--- src/rtl/ex_dispatch_ctrl.sv ---
// Dispatch gate in front of ID/EX: per-unit RS credits, wrapping tags,
// registered issue strobe, and a drain state after a pipeline flush.
module ex_dispatch_ctrl #(
  parameter int NUM_UNITS = 4,
  parameter int RS_DEPTH  = 4,
  parameter int TAG_W     = 4,
  localparam int UW = (NUM_UNITS > 1) ? $clog2(NUM_UNITS) : 1,
  localparam int CW = $clog2(RS_DEPTH + 1)
) (
  input  logic                 clk,
  input  logic                 rst,
  input  logic                 id_valid,
  input  logic [UW-1:0]        id_unit,
  output logic                 id_ready,
  input  logic                 id_flush,
  input  logic [NUM_UNITS-1:0] rs_release,
  input  logic                 tag_retire,
  output logic                 issue_valid,
  output logic [UW-1:0]        issue_unit,
  output logic [TAG_W-1:0]     issue_tag,
  output logic [NUM_UNITS-1:0] unit_full,
  output logic                 err
);

  typedef enum logic {RUN, DRAIN} state_e;

  localparam logic [CW-1:0]  FULL    = CW'(RS_DEPTH);
  localparam logic [UW:0]    NU      = (UW+1)'(NUM_UNITS);
  localparam logic [TAG_W:0] MAX_OUT = {1'b1, {TAG_W{1'b0}}};

  state_e               state_q, state_d;
  logic [CW-1:0]        credit_q [NUM_UNITS];
  logic [CW-1:0]        credit_d [NUM_UNITS];
  logic [TAG_W-1:0]     next_tag_q, next_tag_d;
  logic [TAG_W:0]       outstanding_q, outstanding_d;
  logic                 issue_valid_q, issue_valid_d;
  logic [UW-1:0]        issue_unit_q, issue_unit_d;
  logic [TAG_W-1:0]     issue_tag_q, issue_tag_d;
  logic [NUM_UNITS-1:0] unit_full_q, unit_full_d;
  logic                 err_q, err_d;

  logic          unit_ok;
  logic [CW-1:0] sel_credit;
  logic          hs;
  logic          all_full;
  logic          ret_eff;
  logic          dec;

  assign unit_ok = {1'b0, id_unit} < NU;

  // Guarded select so an out-of-range unit never indexes the array
  always_comb begin
    sel_credit = '0;
    for (int u = 0; u < NUM_UNITS; u++) begin
      if (id_unit == UW'(u)) sel_credit = credit_q[u];
    end
  end

  assign id_ready = (state_q == RUN) && unit_ok &&
                    (sel_credit != '0) &&
                    (outstanding_q != MAX_OUT) &&
                    !id_flush && rst;

  assign hs      = id_valid && id_ready;
  assign ret_eff = tag_retire && !id_flush;
  assign dec     = ret_eff && (outstanding_q != '0);

  always_comb begin
    state_d       = state_q;
    next_tag_d    = next_tag_q;
    outstanding_d = outstanding_q;
    issue_valid_d = hs;
    issue_unit_d  = issue_unit_q;
    issue_tag_d   = issue_tag_q;
    unit_full_d   = '0;
    err_d         = err_q;
    all_full      = 1'b1;

    for (int u = 0; u < NUM_UNITS; u++) begin
      logic hs_u;
      hs_u = hs && (id_unit == UW'(u));
      all_full = all_full && (credit_q[u] == FULL);
      credit_d[u] = credit_q[u];
      if (rs_release[u] && !hs_u && credit_q[u] == FULL) err_d = 1'b1;
      if (hs_u && !rs_release[u]) begin
        credit_d[u] = credit_q[u] - CW'(1);
      end else if (rs_release[u] && !hs_u && credit_q[u] != FULL) begin
        credit_d[u] = credit_q[u] + CW'(1);
      end
      unit_full_d[u] = (credit_d[u] == '0);
    end

    if (id_valid && !unit_ok) err_d = 1'b1;
    if (ret_eff && outstanding_q == '0) err_d = 1'b1;

    if (id_flush) begin
      outstanding_d = '0;
    end else if (hs && !dec) begin
      outstanding_d = outstanding_q + 1'b1;
    end else if (!hs && dec) begin
      outstanding_d = outstanding_q - 1'b1;
    end

    if (hs) begin
      next_tag_d   = next_tag_q + 1'b1;
      issue_unit_d = id_unit;
      issue_tag_d  = next_tag_q;
    end

    unique case (state_q)
      RUN:   if (id_flush) state_d = DRAIN;
      DRAIN: if (!id_flush && all_full) state_d = RUN;
    endcase
  end

  always_ff @(posedge clk or negedge rst) begin
    if (!rst) begin
      state_q       <= RUN;
      next_tag_q    <= '0;
      outstanding_q <= '0;
      issue_valid_q <= 1'b0;
      issue_unit_q  <= '0;
      issue_tag_q   <= '0;
      unit_full_q   <= '0;
      err_q         <= 1'b0;
      for (int u = 0; u < NUM_UNITS; u++) credit_q[u] <= FULL;
    end else begin
      state_q       <= state_d;
      next_tag_q    <= next_tag_d;
      outstanding_q <= outstanding_d;
      issue_valid_q <= issue_valid_d;
      issue_unit_q  <= issue_unit_d;
      issue_tag_q   <= issue_tag_d;
      unit_full_q   <= unit_full_d;
      err_q         <= err_d;
      for (int u = 0; u < NUM_UNITS; u++) credit_q[u] <= credit_d[u];
    end
  end

  assign issue_valid = issue_valid_q;
  assign issue_unit  = issue_unit_q;
  assign issue_tag   = issue_tag_q;
  assign unit_full   = unit_full_q;
  assign err         = err_q;

endmodule

--- config.mk ---
export PLATFORM = sky130hd
export DESIGN_NAME = ex_dispatch_ctrl
export DESIGN_NICKNAME = d
export VERILOG_FILES = /design/src/rtl/ex_dispatch_ctrl.sv
export SDC_FILE = /design/constraint.sdc
export NUM_CORES = 1
export LEC_CHECK = 0
export ABC_AREA = 1
export CORE_MARGIN = 3
export CORE_UTILIZATION = 50
export CTS_BUF_LIST = sky130_fd_sc_hd__clkbuf_4
export CTS_CLUSTER_SIZE = 28
export DETAILED_ROUTE_END_ITERATION = 12
export PLACE_DENSITY = 0.75
export SYNTH_ARGS = -nofsm -noshare
export SYNTH_HDL_FRONTEND = slang
export SYNTH_SLANG_ARGS = --single-unit
--- constraint.sdc ---
create_clock -name clk -period 2.5 [get_ports clk]
set_clock_uncertainty 0.05 [all_clocks]
set_input_delay 0.25 -clock clk [delete_from_list [all_inputs] [get_ports clk]]
set_output_delay 0.25 -clock clk [all_outputs]
set_load 0.005 [all_outputs]
==> results of run 1 <==
## placed cells by master, fill, tap and decap left out
master / count
a21oi_4: 1
nand4_2: 1
clkbuf_4: 6
o21ai_0: 7
nand2_4: 2
clkinv_2: 1
inv_1: 38
a21oi_1: 3
clkinv_1: 1
o21ai_1: 3
dfstp_2: 4
nor2_1: 14
nand3_2: 6
nand3b_1: 1
inv_2: 2
nand3_4: 5
nor2_2: 5
dfrtp_1: 30
a31oi_1: 1
ha_1: 16
nand2_1: 69
buf_4: 16
nand2_2: 5
nand4_1: 13
xnor2_1: 2
xor2_1: 11
fa_1: 1
clkdlybuf4s50_1: 23
clkinv_8: 1
nor3b_1: 1
nand3_1: 21
a22o_1: 1
## worst max-delay path: stages
cell             delay [ps]
clkdlybuf4s50_1         540
inv_2                   130
nor2_1                   40
nand2_1                  80
nand2_2                  70
a21oi_4                 150
buf_4                   160
nand2_1                  50
inv_1                    70
clkdlybuf4s50_1         500
## area by class of cell
cell class | instances | area (um2)
Inverter | 41 | 166
Fill cell | 364 | 1470
Clock buffer | 6 | 45.0
Clock inverter | 2 | 8.76
Tap cell | 50 | 62.6
Timing Repair Buffer | 39 | 350
Multi-Input combinational cell | 189 | 1190
Sequential cell | 34 | 856
## per-stage QoR
| stage | power [mW] | instances | utilization [%] |
|---|---|---|---|
| 2_1_floorplan | 1.66 | 265 | - |
| 3_3_place_gp | 1.95 | 351 | 63.0 |
| 3_5_place_dp | 2.00 | 351 | 63.0 |
| 4_1_cts | 2.31 | 359 | 64.3 |
| 5_1_grt | 2.55 | 361 | 64.6 |
| 6_report | 2.30 | 361 | 64.6 |
## power groups by stage
stage | logic, mW | clock network [mW] | registers, mW
after global routing | 1.29 | 0.340 | 0.912
final | 1.12 | 0.296 | 0.890
after global placement | 1.05 | 0 | 0.898
after detailed placement | 1.09 | 0 | 0.904
after floorplan | 0.795 | 0 | 0.867
after CTS | 1.10 | 0.312 | 0.894
## routing by layer
layer	up-vias	global-route usage, %
li1	943	-
met1	849	23.2
met2	36	31.8
met3	2	4.57
met4	0	4.71
met5	-	0
## cell families after synthesis
kind of cell             synth area share [%]
buffers and inverters                    7.68
AND/OR/NAND/NOR                          34.2
AO/OA/AOI/OAI                            4.35
XOR/XNOR                                 5.14
flip-flops                               38.6
adder cells (fa/ha/maj)                  9.94
## sequential cells by signal, summed over array words and instances, names as in the netlist
register and flops:
unit_full 4, state_q 1, outstanding_q 5, issue_valid 1, credit_q 12, issue_tag 4
err 1, issue_unit 2, next_tag_q 4
## worst paths after layout
kind                              start               end
setup reg to reg            credit_q[8]  outstanding_q[4]
hold / removal                      rst      issue_tag[3]
hold reg to reg            issue_tag[3]      issue_tag[3]
setup / recovery             id_unit[0]          id_ready
max in group asynchronous           rst       credit_q[2]
min in group clk           issue_tag[3]      issue_tag[3]
==> results.md, run 1 <==
- Outcome: complete, no violations
- Psw: 953 uW
- Max IR drop VDD: 0.483 mV
- Top sig layer: met4
- Final Hold Fails: 0
- GRT Residual Overflow: 0
- Switching part of the total: 41.4%
- Syn Area/Cell: 8.36 um2
- Starting Density: 53.4%
- Most common cell in the synthesized netlist: nand2_1
- Root Driver: clkbuf_4
- R2r setup slk: 230 ps
- Via/cell ratio: 5.07
- CTS Sinks: 34
- Hold WC Path Type: in -> async
- Reg2Reg Depth: 14
- Area delta synth->final: 20.9%
- Worst skew pair latency: 330 ps
- Top post-synthesis cells by area: dfrtp_1 34%, nand2_1 12%, ha_1 9.0%
- Antenna cells: 0
- Number of I/O port buffers: 23
- Setup-failing EPs final: 0
- Cell Pwr Density: 860 mW/mm2
- Die Y: 72.6 um
- Final wirelength: 4380 um
- Synthesized net count: 293
- RSZ-0062 raised after global routing: no
- Ports: 24
- Final worst setup slack: 163 ps
- DRT iter0 DRCs: 56
- Number of global-route vias before repair: 1836
- Reg power frac: 38.7%
- Synth area leader: dfrtp_1
- WL/cell: 12.1 um
- Combinational fraction of design power: 48.5%
- Worst-path clk slew: 100 ps
- Final min period: 2340 ps
- Metal2 WL: 2090 um
- Setup bufs post-CTS: 0
- Worst Path Required: 2200 ps
- Max Fclk: 428 MHz
- Number of gates resized after CTS: 0
- EDFF count, synth: 0
- Final setup TNS: 0 ps
- Post-DP Area: 0.00261 mm2
- Metal1 wirelength: 2060 um
- Die footprint: 0.00526 mm2
- GP Congestion: 0.892
- Pre-antenna DRT Iters: 4
- Share of the synthesized area in the top cell type: 33.9%
- # hold bufs at CTS: 0
- Layout Nets: 338
- Met3 wire length: 207 um
- Clock power frac: 12.9%
- Core Region: 0.00414 mm2
- CP endpoint kind: output port
- Cts bufs inserted: 5
- Post-synth cell types: 28
- DRC viols: 0
- Fraction of layout instances using a drive strength above 1: 17.7%
- LEAKAGE: 1.41 nW
- First-pass GRT wire length: 7690 um
- Largest net degree at the start of global routing: 35
- Post-synthesis sequential area ratio: 38.6%
- HPWL Detailed: 3430 um
- # rows: 23
- H-Tree Depth: 2
- Synth Register Bits: 34
- Post-synth top flop: dfrtp_1
- Final instance area: 0.00268 mm2
- Final period util: 93.5%
- Deepest clock path buffer count: 2
- Antenna violations before repair: 0
- Synthesis warning total: 0
- Total of max-cap violations: 0
- Max-Slew Margin vs Limit: 72.5%
- Critical path class: in -> out
- ANT nets after route: 0
- Cell count after synthesis: 265
- TritonCTS clock tree: built
- Final Slew Violations: 0
- Post-Place Setup Slack: -110 ps
- Cell area after synthesis: 0.00221 mm2
- Crit start category: input port
- Hold Slack: 300 ps
- Top cells by instance count after synthesis: 69 x nand2_1, 38 x inv_1, 30 x dfrtp_1
- Synth async-reset ratio: 100%
- Worst EP arrival: 2040 ps
- GRT Total Usage: 18.5%
- Routed via count: 1830
- Crit path max fanout: 5
- Die W: 72.6 um
- Pint: 1.35 mW
- Worst-margin pin slew: 412 ps
Power figures use the tool's default switching activity.
==> run 2: changes to the inputs <==
--- a/config.mk
+++ b/config.mk
@@ -11,7 +11,9 @@
 export CTS_BUF_LIST = sky130_fd_sc_hd__clkbuf_4
 export CTS_CLUSTER_SIZE = 28
 export DETAILED_ROUTE_END_ITERATION = 12
-export PLACE_DENSITY = 0.75
+export HOLD_SLACK_MARGIN = 0.12
+export PLACE_DENSITY = 0.72
+export REMOVE_ABC_BUFFERS = 1
 export SYNTH_ARGS = -nofsm -noshare
 export SYNTH_HDL_FRONTEND = slang
 export SYNTH_SLANG_ARGS = --single-unit
==> constraint.sdc (replaced) <==
create_clock -name clk -period 2.6 [get_ports clk]
set_clock_uncertainty 0.05 [all_clocks]
set_input_delay 0.26 -clock clk [delete_from_list [all_inputs] [get_ports clk]]
set_output_delay 0.26 -clock clk [all_outputs]
set_load 0.005 [all_outputs]
==> results.md, run 2 (same netlist as run 1, synthesis figures left out) <==
- Starting Density: 53.4%
- Layout Nets: 333
- Final Hold Fails: 0
- Final core utilization: 63.7%
- HPWL Detailed: 3330 um
- Tot Pwr: 2.17 mW
- Fraction of layout instances using a drive strength above 1: 16.3%
- Hold Slack: 346 ps
- Max IR drop VDD: 0.520 mV
- Max-Slew Margin vs Limit: 71.3%
- Number of gates resized after CTS: 0
- Deepest clock path buffer count: 2
- WL/cell: 11.9 um
- Final wirelength: 4240 um
- Antenna cells: 0
- # hold bufs at CTS: 0
- Largest register FFs: 12
- Root Driver: clkbuf_4
- Worst skew pair latency: 340 ps
- Most common cell after layout, fill and taps aside: nand2_1
- Final min period: 2330 ps
- Largest regs: credit_q: 12 flops, outstanding_q: 5 flops
- Die W: 72.6 um
- Worst EP arrival: 2020 ps
- Pre-antenna DRT Iters: 4
- DRC viols: 0
- CP top delay family: buffers and inverters
- Number of I/O port buffers: 23
- Antenna violations before repair: 0
- Largest reg by FF count: credit_q
- CP Cell Sequence: nor2_1 > nand2_2 > nand2_2 > a21oi_4 > buf_4 > nand2_1 > inv_1 > clkdlybuf4s50_1
- Final period util: 89.7%
- Worst-margin pin slew: 430 ps
- Crit start category: flip-flop
- RSZ-0062 raised after global routing: no
- CTS Sinks: 34
- Number of global-route vias before repair: 1738
- Crit path max fanout: 5
- Area delta synth->final: 19.2%
- Final instance area: 0.00264 mm2
- Crit path buffers/inverters: 3
- LEAKAGE: 1.38 nW
- Max Fclk: 429 MHz
- Largest net degree at the start of global routing: 35
- Hold WC Path Type: in -> async
- Via/cell ratio: 4.94
- Outcome: complete, no violations
- Worst Path Required: 2290 ps
- # rows: 23
- TritonCTS clock tree: built
- Cts bufs inserted: 5
- Total of max-cap violations: 0
- Most frequent cells in the layout: 69 x nand2_1, 38 x inv_1, 30 x dfrtp_1
- Crit-path max cell delay: 590 ps
- Post-DP Area: 0.00259 mm2
- Setup-failing EPs final: 0
- GP Congestion: 0.875
- Die Y: 72.6 um
- Top cell by count, worst path: nand2_2
- CP max stage cell: dfstp_2
- DRT iter0 DRCs: 108
- Worst-path clk slew: 110 ps
- Core Region: 0.00414 mm2
- H-Tree Depth: 2
- Die footprint: 0.00526 mm2
- Routed via count: 1760
- GRT Total Usage: 17.8%
- Setup bufs post-CTS: 0
- R2r setup slk: 330 ps
- GRT Residual Overflow: 0
- CP endpoint kind: output port
- Critical path class: reg -> out
- Cell Pwr Density: 822 mW/mm2
- Final Slew Violations: 0
- First-pass GRT wire length: 7430 um
- ANT nets after route: 0
- Ports: 24
==> run 2: cell count changes in the layout (fill, tap and decap cells not counted), sizes merged <==
cell / previous run / this run
clkbuf: 6 / 5
buf: 16 / 11
clkinvlp: 0 / 1
==> run 2: worst reg2reg max path, stage by stage (launching register included) <==
cell,delay (ps)
dfstp_2,590
nor2_1,70
nand2_2,60
nand2_2,60
a21oi_4,150
nand3_4,120
clkinv_8,60
nand2_4,60
fa_1,390
nand3_1,80
nand2_1,70
xor2_1,150
xor2_1,160
nand2_1,60
nand2_1,50
==> run 2: cell type report <==
cell class,instances,area [um2]
clock buffers,5,37.5
clock inverters,3,16.3
fillers,373,1500
inverters,41,166
multi-input cells,189,1190
flip-flops and latches,34,856
well taps,50,62.6
repair buffers,34,313
==> run 2: worst paths after layout <==
kind                                    from               end  cells past startpoint
worst max-delay path             credit_q[5]          id_ready                      8
worst min-delay path                     rst      unit_full[1]                      2
worst max register to register   credit_q[5]  outstanding_q[4]                     14
worst min register to register  issue_tag[2]      issue_tag[2]                      2
max in group asynchronous                rst       credit_q[5]                      2
min in group clk                issue_tag[2]      issue_tag[2]                      2
==> run 2: where the power goes <==
part / total [mW] / switching (mW) / internal, mW / leakage [nW]
Combinational: 1.03 / 0.582 / 0.451 / 0.953
Clock: 0.280 / 0.180 / 0.100 / 0.0286
Sequential: 0.856 / 0.150 / 0.706 / 0.403
==> run 2: layer usage <==
layer | vias to the layer above | track usage [%] | part of all wire [%]
li1 | 932 | - | -
met1 | 794 | 22.1 | 46
met2 | 26 | 30.3 | 49
met3 | 8 | 4.02 | 3.3
met4 | 0 | 5.94 | 1.5
met5 | - | 0 | 0
==> run 2: through the flow <==
| stage | std cells | setup slack [ps] | TNS, ps |
|---|---|---|---|
| 2_1_floorplan | 264 | 186 | 0 |
| 3_3_place_gp | 348 | 42.9 | 0 |
| 3_5_place_dp | 348 | -14.9 | -14.9 |
| 4_1_cts | 356 | 240 | 0 |
| 5_1_grt | 356 | 169 | 0 |
| 6_report | 356 | 269 | 0 |
==> run 3: changes to the inputs <==
--- a/config.mk
+++ b/config.mk
@@ -11,7 +11,6 @@
 export CTS_BUF_LIST = sky130_fd_sc_hd__clkbuf_4
 export CTS_CLUSTER_SIZE = 28
 export DETAILED_ROUTE_END_ITERATION = 12
-export HOLD_SLACK_MARGIN = 0.12
 export PLACE_DENSITY = 0.72
 export REMOVE_ABC_BUFFERS = 1
 export SYNTH_ARGS = -nofsm -noshare
==> results of run 3 <==
The final DEF is identical to that of run 2; final timing and power are the same.
